$ cat config.mk
export PLATFORM = sky130hd
export DESIGN_NAME = instr_encoder
export DESIGN_NICKNAME = d
export VERILOG_FILES = /design/src/rtl/wisc_pkg.sv /design/src/rtl/sync_fifo.sv /design/src/rtl/instr_encoder.sv
export SDC_FILE = /design/constraint.sdc
export NUM_CORES = 1
export LEC_CHECK = 0
export ABC_CLOCK_PERIOD_IN_PS = 7900
export BUFFER_PORTS_ARGS = -buffer_cell sky130_fd_sc_hd__buf_4
export CAP_MARGIN = 40
export CORE_MARGIN = 10
export CORE_UTILIZATION = 50
export DETAILED_ROUTE_END_ITERATION = 10
export HOLD_SLACK_MARGIN = 0.06
export PLACE_DENSITY = 0.71
export SLEW_MARGIN = 15
export SYNTH_ARGS = -nofsm -noshare
export SYNTH_HDL_FRONTEND = slang
export SYNTH_SLANG_ARGS = --single-unit
$ cat constraint.sdc
create_clock -name clk -period 7.9 [get_ports clk]
set_input_delay 1.58 -clock clk [delete_from_list [all_inputs] [get_ports clk]]
set_output_delay 1.58 -clock clk [all_outputs]
set_load 0.01 [all_outputs]
$ cat src/rtl/wisc_pkg.sv
// WISC instruction-set constants and the field-packing function shared by the encoder.
package wisc_pkg;

  localparam int unsigned INSTR_W = 16;
  localparam int unsigned OP_W    = 4;
  localparam int unsigned REG_W   = 3;
  localparam int unsigned OFF_W   = 6;
  localparam int unsigned IMM_W   = 8;

  localparam logic [OP_W-1:0] OpVadd = 4'b0000;
  localparam logic [OP_W-1:0] OpVdot = 4'b0001;
  localparam logic [OP_W-1:0] OpSmul = 4'b0010;
  localparam logic [OP_W-1:0] OpSst  = 4'b0011;
  localparam logic [OP_W-1:0] OpVld  = 4'b0100;
  localparam logic [OP_W-1:0] OpVst  = 4'b0101;
  localparam logic [OP_W-1:0] OpSll  = 4'b0110;
  localparam logic [OP_W-1:0] OpSlh  = 4'b0111;
  localparam logic [OP_W-1:0] OpJ    = 4'b1000;
  localparam logic [OP_W-1:0] OpNop  = 4'b1111;

  typedef enum logic [1:0] {StLoad, StDrain, StDone} enc_state_e;

  // Only the fields an opcode uses reach the word; everything else is forced to zero.
  function automatic logic [INSTR_W-1:0] encode(input logic [OP_W-1:0]  op,
                                                input logic [REG_W-1:0] dst,
                                                input logic [REG_W-1:0] src1,
                                                input logic [REG_W-1:0] src2,
                                                input logic [OFF_W-1:0] offset,
                                                input logic [IMM_W-1:0] imm);
    logic [INSTR_W-1:0] word;
    case (op)
      OpVadd, OpVdot, OpSmul: word = {op, dst, src1, src2, 3'b000};
      OpVld:                  word = {op, dst, src1, offset};
      OpVst, OpSst:           word = {op, src2, src1, offset};
      OpSll, OpSlh:           word = {op, dst, 1'b0, imm};
      OpJ:                    word = {op, 4'b0000, imm};
      default:                word = {op, 12'h000};
    endcase
    return word;
  endfunction

  // Opcodes 1001..1110 have no defined instruction.
  function automatic logic is_illegal(input logic [OP_W-1:0] op);
    return (op >= 4'b1001) && (op <= 4'b1110);
  endfunction

endpackage

$ cat src/rtl/sync_fifo.sv
// Single-clock FIFO with occupancy level; storage is flushed by reset.
module sync_fifo #(
  parameter int unsigned WIDTH = 17,
  parameter int unsigned DEPTH = 4,
  localparam int unsigned PTR_W = (DEPTH > 1) ? $clog2(DEPTH) : 1
) (
  input  logic             clk,
  input  logic             rst,
  input  logic             push,
  input  logic             pop,
  input  logic [WIDTH-1:0] wdata,
  output logic [WIDTH-1:0] rdata,
  output logic [PTR_W:0]   level,
  output logic             full,
  output logic             empty
);

  logic [WIDTH-1:0] mem_q [DEPTH];
  logic [PTR_W-1:0] wr_ptr_q, rd_ptr_q;
  logic [PTR_W:0]   level_q;
  logic             do_push, do_pop;

  assign full    = (level_q == (PTR_W+1)'(DEPTH));
  assign empty   = (level_q == '0);
  assign do_push = push && !full;
  assign do_pop  = pop && !empty;
  assign rdata   = mem_q[rd_ptr_q];
  assign level   = level_q;

  // Storage, pointers (wrap relies on power-of-2 depth) and occupancy.
  always_ff @(posedge clk or posedge rst) begin
    if (rst) begin
      for (int i = 0; i < int'(DEPTH); i++) mem_q[i] <= '0;
      wr_ptr_q <= '0;
      rd_ptr_q <= '0;
      level_q  <= '0;
    end else begin
      if (do_push) begin
        mem_q[wr_ptr_q] <= wdata;
        wr_ptr_q        <= wr_ptr_q + 1'b1;
      end
      if (do_pop) rd_ptr_q <= rd_ptr_q + 1'b1;
      if (do_push && !do_pop)      level_q <= level_q + 1'b1;
      else if (do_pop && !do_push) level_q <= level_q - 1'b1;
    end
  end

endmodule

$ cat src/rtl/instr_encoder.sv
// Packs field bundles into 16-bit WISC words, buffers them and streams them with
// sequential addresses. Define INSTR_CHECK_EN to drop illegal opcodes and flag them.
module instr_encoder
  import wisc_pkg::*;
#(
  parameter int unsigned FIFO_DEPTH = 4,
  parameter int unsigned ADDR_W     = 8,
  parameter int unsigned BASE_ADDR  = 0
) (
  input  logic              clk,
  input  logic              rst,
  input  logic              in_valid,
  output logic              in_ready,
  input  logic [3:0]        in_functype,
  input  logic [2:0]        in_dst,
  input  logic [2:0]        in_src1,
  input  logic [2:0]        in_src2,
  input  logic [5:0]        in_offset,
  input  logic [7:0]        in_imm,
  input  logic              in_last,
  output logic              out_valid,
  input  logic              out_ready,
  output logic [15:0]       out_instr,
  output logic [ADDR_W-1:0] out_addr,
  output logic              out_last,
  output logic              done,
  output logic              err_illegal
);

  localparam int unsigned PTR_W = (FIFO_DEPTH > 1) ? $clog2(FIFO_DEPTH) : 1;

  enc_state_e        state_q;
  logic [ADDR_W-1:0] addr_q;
  logic              done_q;
  logic [16:0]       fifo_rdata;
  logic [PTR_W:0]    fifo_level;
  logic              fifo_full, fifo_empty;
  logic              accept, drop, push, pop, drains_now;

  assign in_ready = (state_q == StLoad) && (fifo_level != (PTR_W+1)'(FIFO_DEPTH));
  assign accept   = in_valid && in_ready;
  assign push     = accept && !drop && !fifo_full;
  assign pop      = out_valid && out_ready;
  // FIFO is (or becomes this cycle) empty, so a dropped final bundle finishes the program.
  assign drains_now = fifo_empty || ((fifo_level == (PTR_W+1)'(1)) && pop);

`ifdef INSTR_CHECK_EN
  logic err_q;
  assign drop        = is_illegal(in_functype);
  assign err_illegal = err_q;

  // Sticky flag for any accepted bundle carrying an undefined opcode.
  always_ff @(posedge clk or posedge rst) begin
    if (rst)                    err_q <= 1'b0;
    else if (accept && drop)    err_q <= 1'b1;
  end
`else
  assign drop        = 1'b0;
  assign err_illegal = 1'b0;
`endif

  sync_fifo #(
    .WIDTH (17),
    .DEPTH (FIFO_DEPTH)
  ) u_fifo (
    .clk   (clk),
    .rst   (rst),
    .push  (push),
    .pop   (pop),
    .wdata ({in_last, encode(in_functype, in_dst, in_src1, in_src2, in_offset, in_imm)}),
    .rdata (fifo_rdata),
    .level (fifo_level),
    .full  (fifo_full),
    .empty (fifo_empty)
  );

  // Stale storage is masked so idle outputs read as zero.
  assign out_valid = !fifo_empty;
  assign out_instr = fifo_empty ? 16'h0000 : fifo_rdata[15:0];
  assign out_last  = !fifo_empty && fifo_rdata[16];
  assign out_addr  = addr_q;
  assign done      = done_q;

  // Program-level FSM: load bundles, drain after the final one, then hold.
  always_ff @(posedge clk or posedge rst) begin
    if (rst) begin
      state_q <= StLoad;
      done_q  <= 1'b0;
    end else begin
      case (state_q)
        StLoad: begin
          if (accept && in_last) begin
            if (drop && drains_now) begin
              state_q <= StDone;
              done_q  <= 1'b1;
            end else begin
              state_q <= StDrain;
            end
          end
        end
        StDrain: begin
          if (pop && out_last) begin
            state_q <= StDone;
            done_q  <= 1'b1;
          end
        end
        StDone:  state_q <= StDone;
        default: state_q <= StLoad;
      endcase
    end
  end

  // Target address advances once per word taken by the writer, wrapping silently.
  always_ff @(posedge clk or posedge rst) begin
    if (rst)      addr_q <= ADDR_W'(BASE_ADDR);
    else if (pop) addr_q <= addr_q + 1'b1;
  end

endmodule

==> metrics <==
placeable core area 0.00872 sq mm; number of max-slew violations in the final report 0; fin crit share 46.6%; proportion of layout cells with a drive suffix above 1 37.8%; cell-internal power 1.32 mW; maximum clock frequency 0.272 GHz; total nets after synthesis 399; cell type group with the largest total delay on the critical path flip-flops; RSZ-0062 raised after global routing false; DR vias/cell 5.59; sw frac 32.5%; cells traversed along the worst timing path buf_16 > mux4_1 > nor2b_1 > buf_4; CTS HTree Levels 3; flip-flop and latch count after synthesis 86; startpoint type of the worst setup path flip-flop; Total Power 1.95 mW; combinational fraction of design power 43.7%; Worst Hold Class reg -> reg; Skew-Pair Late Insertion Delay 0.35 ns; Worst Tran Pin Value 0.724 ns; Inserted Clock Buffers 9; standby leakage power 2.39 nW; num rows 34; quantity of gates resized following cts 0; Crit path buffers/inverters 2; fraction of the core area covered by cells at the end of the flow 59.6%; critical path data arrival time 2.10 ns; result of the run complete, no violations; Routability Congestion 0.743; average footprint of a synthesized cell 12.6 sq um; 1st-iter DRT viols 96; peak supply drop 0.111 mV; number of antenna diodes 0; Crit path required time 6.32 ns; Port Buf Inserts 59; die outline height 115 microns; maximum fanout along the worst path 13; final-report hold violation count 0; total number of vias 2881; power per cell area 376 mW/mm^2; Die Width 115 microns; pin count of the biggest net entering global routing 52; GR Util All Layers 15.2%; share of the yosys chip area belonging to registers 48.0%; max-slew headroom at the worst pin 51.5%; number of top-level design ports 61; antenna-violating nets left 0; total overflow reported by the global router 0; TritonCTS clock tree done; hold buffer count at CTS 0; clock-pin slew reported for the worst setup and hold paths after clock tree synthesis 0.09 ns; instance count of the mapped netlist 357; minimum clock period after layout 3.68 ns; number of enable flip-flop cells after synthesis 0; vias in the first global route 3086; max_cap viols 0; root buffer selected by CTS sky130_fd_sc_hd__clkbuf_8; slowest library cell on the worst path sky130_fd_sc_hd__dfrtp_1; share of total power in the clock network 17.1%; Routed Wire Length 9420 microns; Die ar. 0.0131 sq mm; Setup Crit Path Kind reg -> out; Worst setup EP type output pin; sequential share of power 39.2%; detailed placement HPWL 6730 microns; wire length of the first global-routing pass 16000 microns; DRC viols 0; reported net switching power 0.634 mW; maximum buffer depth of the clock tree 2; slowest stage delay, CP 0.67 ns; P&R area growth vs syn 16.0%; number of clock sinks 86; drt pass-1 iters 4; initial antenna violation count 0; number of warning messages in the yosys log 0; async set or reset register ratio after synthesis 100%; Post-CTS Setup Repair Bufs 0; synth unique cells 41; routed length per placed instance 18.3 microns; number of nets in the final layout 446; total negative slack for setup checks 0 ns; Initial Util 51.4%; final-report setup violation count 0; summed instance area of the synthesized netlist 0.00448 sq mm; dominant register cell in the synthesized netlist sky130_fd_sc_hd__dfrtp_1; Setup Skew 0.00984 ns
[registers in the layout, indices dropped and copies added, names as in the netlist]
register	cells
done	1
out_addr	8
state_q	2
u_fifo.level	3
u_fifo.mem_q	68
u_fifo.rd_ptr_q	2
u_fifo.wr_ptr_q	2
[cells in the final DEF (no fill, tap or decap), types with 4 or more instances in the layout]
cell / n
sky130_fd_sc_hd__a21oi_1: 8
sky130_fd_sc_hd__buf_4: 61
sky130_fd_sc_hd__clkbuf_8: 10
sky130_fd_sc_hd__dfrtp_1: 86
sky130_fd_sc_hd__ha_1: 9
sky130_fd_sc_hd__inv_1: 7
sky130_fd_sc_hd__mux2_2: 57
sky130_fd_sc_hd__mux4_1: 7
sky130_fd_sc_hd__mux4_2: 10
sky130_fd_sc_hd__nand2_1: 29
sky130_fd_sc_hd__nand2b_1: 9
sky130_fd_sc_hd__nand3_1: 4
sky130_fd_sc_hd__nand3_2: 4
sky130_fd_sc_hd__nand3b_1: 7
sky130_fd_sc_hd__nor2b_1: 22
sky130_fd_sc_hd__o21ai_0: 17
sky130_fd_sc_hd__xnor2_1: 9
sky130_fd_sc_hd__xor2_1: 5
[tightest hold or removal path, stage by stage (launching register included)]
cell                      delay (ns)
sky130_fd_sc_hd__dfrtp_1        0.34
sky130_fd_sc_hd__nand2_1        0.04
sky130_fd_sc_hd__o21ai_0        0.06
[power by group through the flow]
| stage | combinational, mW | clock [mW] | sequential, mW |
|---|---|---|---|
| after floorplan | 0.599 | 0 | 0.732 |
| after global placement | 0.786 | 0 | 0.796 |
| after detailed placement | 0.845 | 0 | 0.795 |
| after CTS | 0.848 | 0.341 | 0.786 |
| after global routing | 0.944 | 0.359 | 0.795 |
| final | 0.853 | 0.334 | 0.766 |
[synthesized netlist by cell type (2+ instances only)]
cell                       count  area (sq um)
sky130_fd_sc_hd__a21oi_1       8          40.0
sky130_fd_sc_hd__nor2b_1      22           138
sky130_fd_sc_hd__and2_1        3          18.8
sky130_fd_sc_hd__a221o_1       3          30.0
sky130_fd_sc_hd__mux2_2       57           642
sky130_fd_sc_hd__mux4_2       10           225
sky130_fd_sc_hd__ha_1          9           113
sky130_fd_sc_hd__a311oi_1      3          26.3
sky130_fd_sc_hd__mux2i_1       3          30.0
sky130_fd_sc_hd__nand2_1      29           109
sky130_fd_sc_hd__o22ai_1       2          12.5
sky130_fd_sc_hd__buf_2        12          60.1
sky130_fd_sc_hd__inv_1         8          30.0
sky130_fd_sc_hd__buf_4         9          67.6
sky130_fd_sc_hd__nand2b_1      9          56.3
sky130_fd_sc_hd__nor2_1        2          7.51
sky130_fd_sc_hd__xor2_1        5          43.8
sky130_fd_sc_hd__nand3b_1      7          52.6
sky130_fd_sc_hd__xnor2_1       9          78.8
sky130_fd_sc_hd__mux4_1        7           184
sky130_fd_sc_hd__mux2_1        2          22.5
sky130_fd_sc_hd__dfrtp_1      86          2150
sky130_fd_sc_hd__nand3_2       4          40.0
sky130_fd_sc_hd__and3_1        2          12.5
sky130_fd_sc_hd__a31oi_1       2          12.5
sky130_fd_sc_hd__clkbuf_1      6          22.5
sky130_fd_sc_hd__o21ai_0      17          85.1
sky130_fd_sc_hd__a211oi_1      3          22.5
sky130_fd_sc_hd__nand3_1       4          20.0
sky130_fd_sc_hd__nand4_1       3          18.8
[stage by stage]
stage	instance area, sq um	hold WS [ns]	setup WS (ns)	std cells
final	5200	0.478	4.22	515
after global routing	5200	0.498	4.05	515
after CTS	5180	0.485	4.15	514
after detailed placement	4970	0.467	4.52	500
after global placement	4920	0.453	4.24	498
after floorplan	4480	0.442	4.10	357
[layer usage]
layer	routed length, microns	vias up	share of wire (%)	track usage [%]
met5	0	-	0	0
met4	118	0	1.3	4.26
met3	517	9	5.5	4.04
met2	4580	68	49	24.4
met1	4200	1447	45	19.6
li1	-	1357	-	-
[logic make-up (layout without fill, tap and decap cells)]
| group | count (synthesis) | count (layout) | share of synthesized area (%) |
|---|---|---|---|
| mux | 79 | 79 | 24.6 |
| flops | 86 | 86 | 48.0 |
| compound gates | 41 | 41 | 5.78 |
| xor+xnor | 14 | 14 | 2.74 |
| other cells | 1 | 1 | 0.0837 |
| buf+inv | 36 | 86 | 4.27 |
| simple gates | 90 | 90 | 11.5 |
| fa+ha+maj | 10 | 10 | 2.96 |
[cell type report]
class,instances,area [sq um]
clock inverter,4,72.6
fill,706,3520
timing repair buffer,64,528
inverter,8,31.3
sequential,86,2150
multi-input combinational,235,2140
tap,108,135
clock buffer,10,138
[final timing paths]
kind                       slack, ns  depth (start not counted)                to               start
min in group asynchronous       1.34                          3  u_fifo.mem_q[47]                 rst
setup / recovery                4.22                          4      out_instr[4]  u_fifo.rd_ptr_q[0]
hold / removal                  0.48                          2  u_fifo.mem_q[34]    u_fifo.mem_q[34]
setup reg to reg                5.50                         10   u_fifo.level[2]          state_q[0]
max in group asynchronous       5.94                          4  u_fifo.mem_q[66]                 rst
hold reg to reg                 0.48                          2  u_fifo.mem_q[34]    u_fifo.mem_q[34]
No activity file was read; power rests on OpenSTA's default activity.
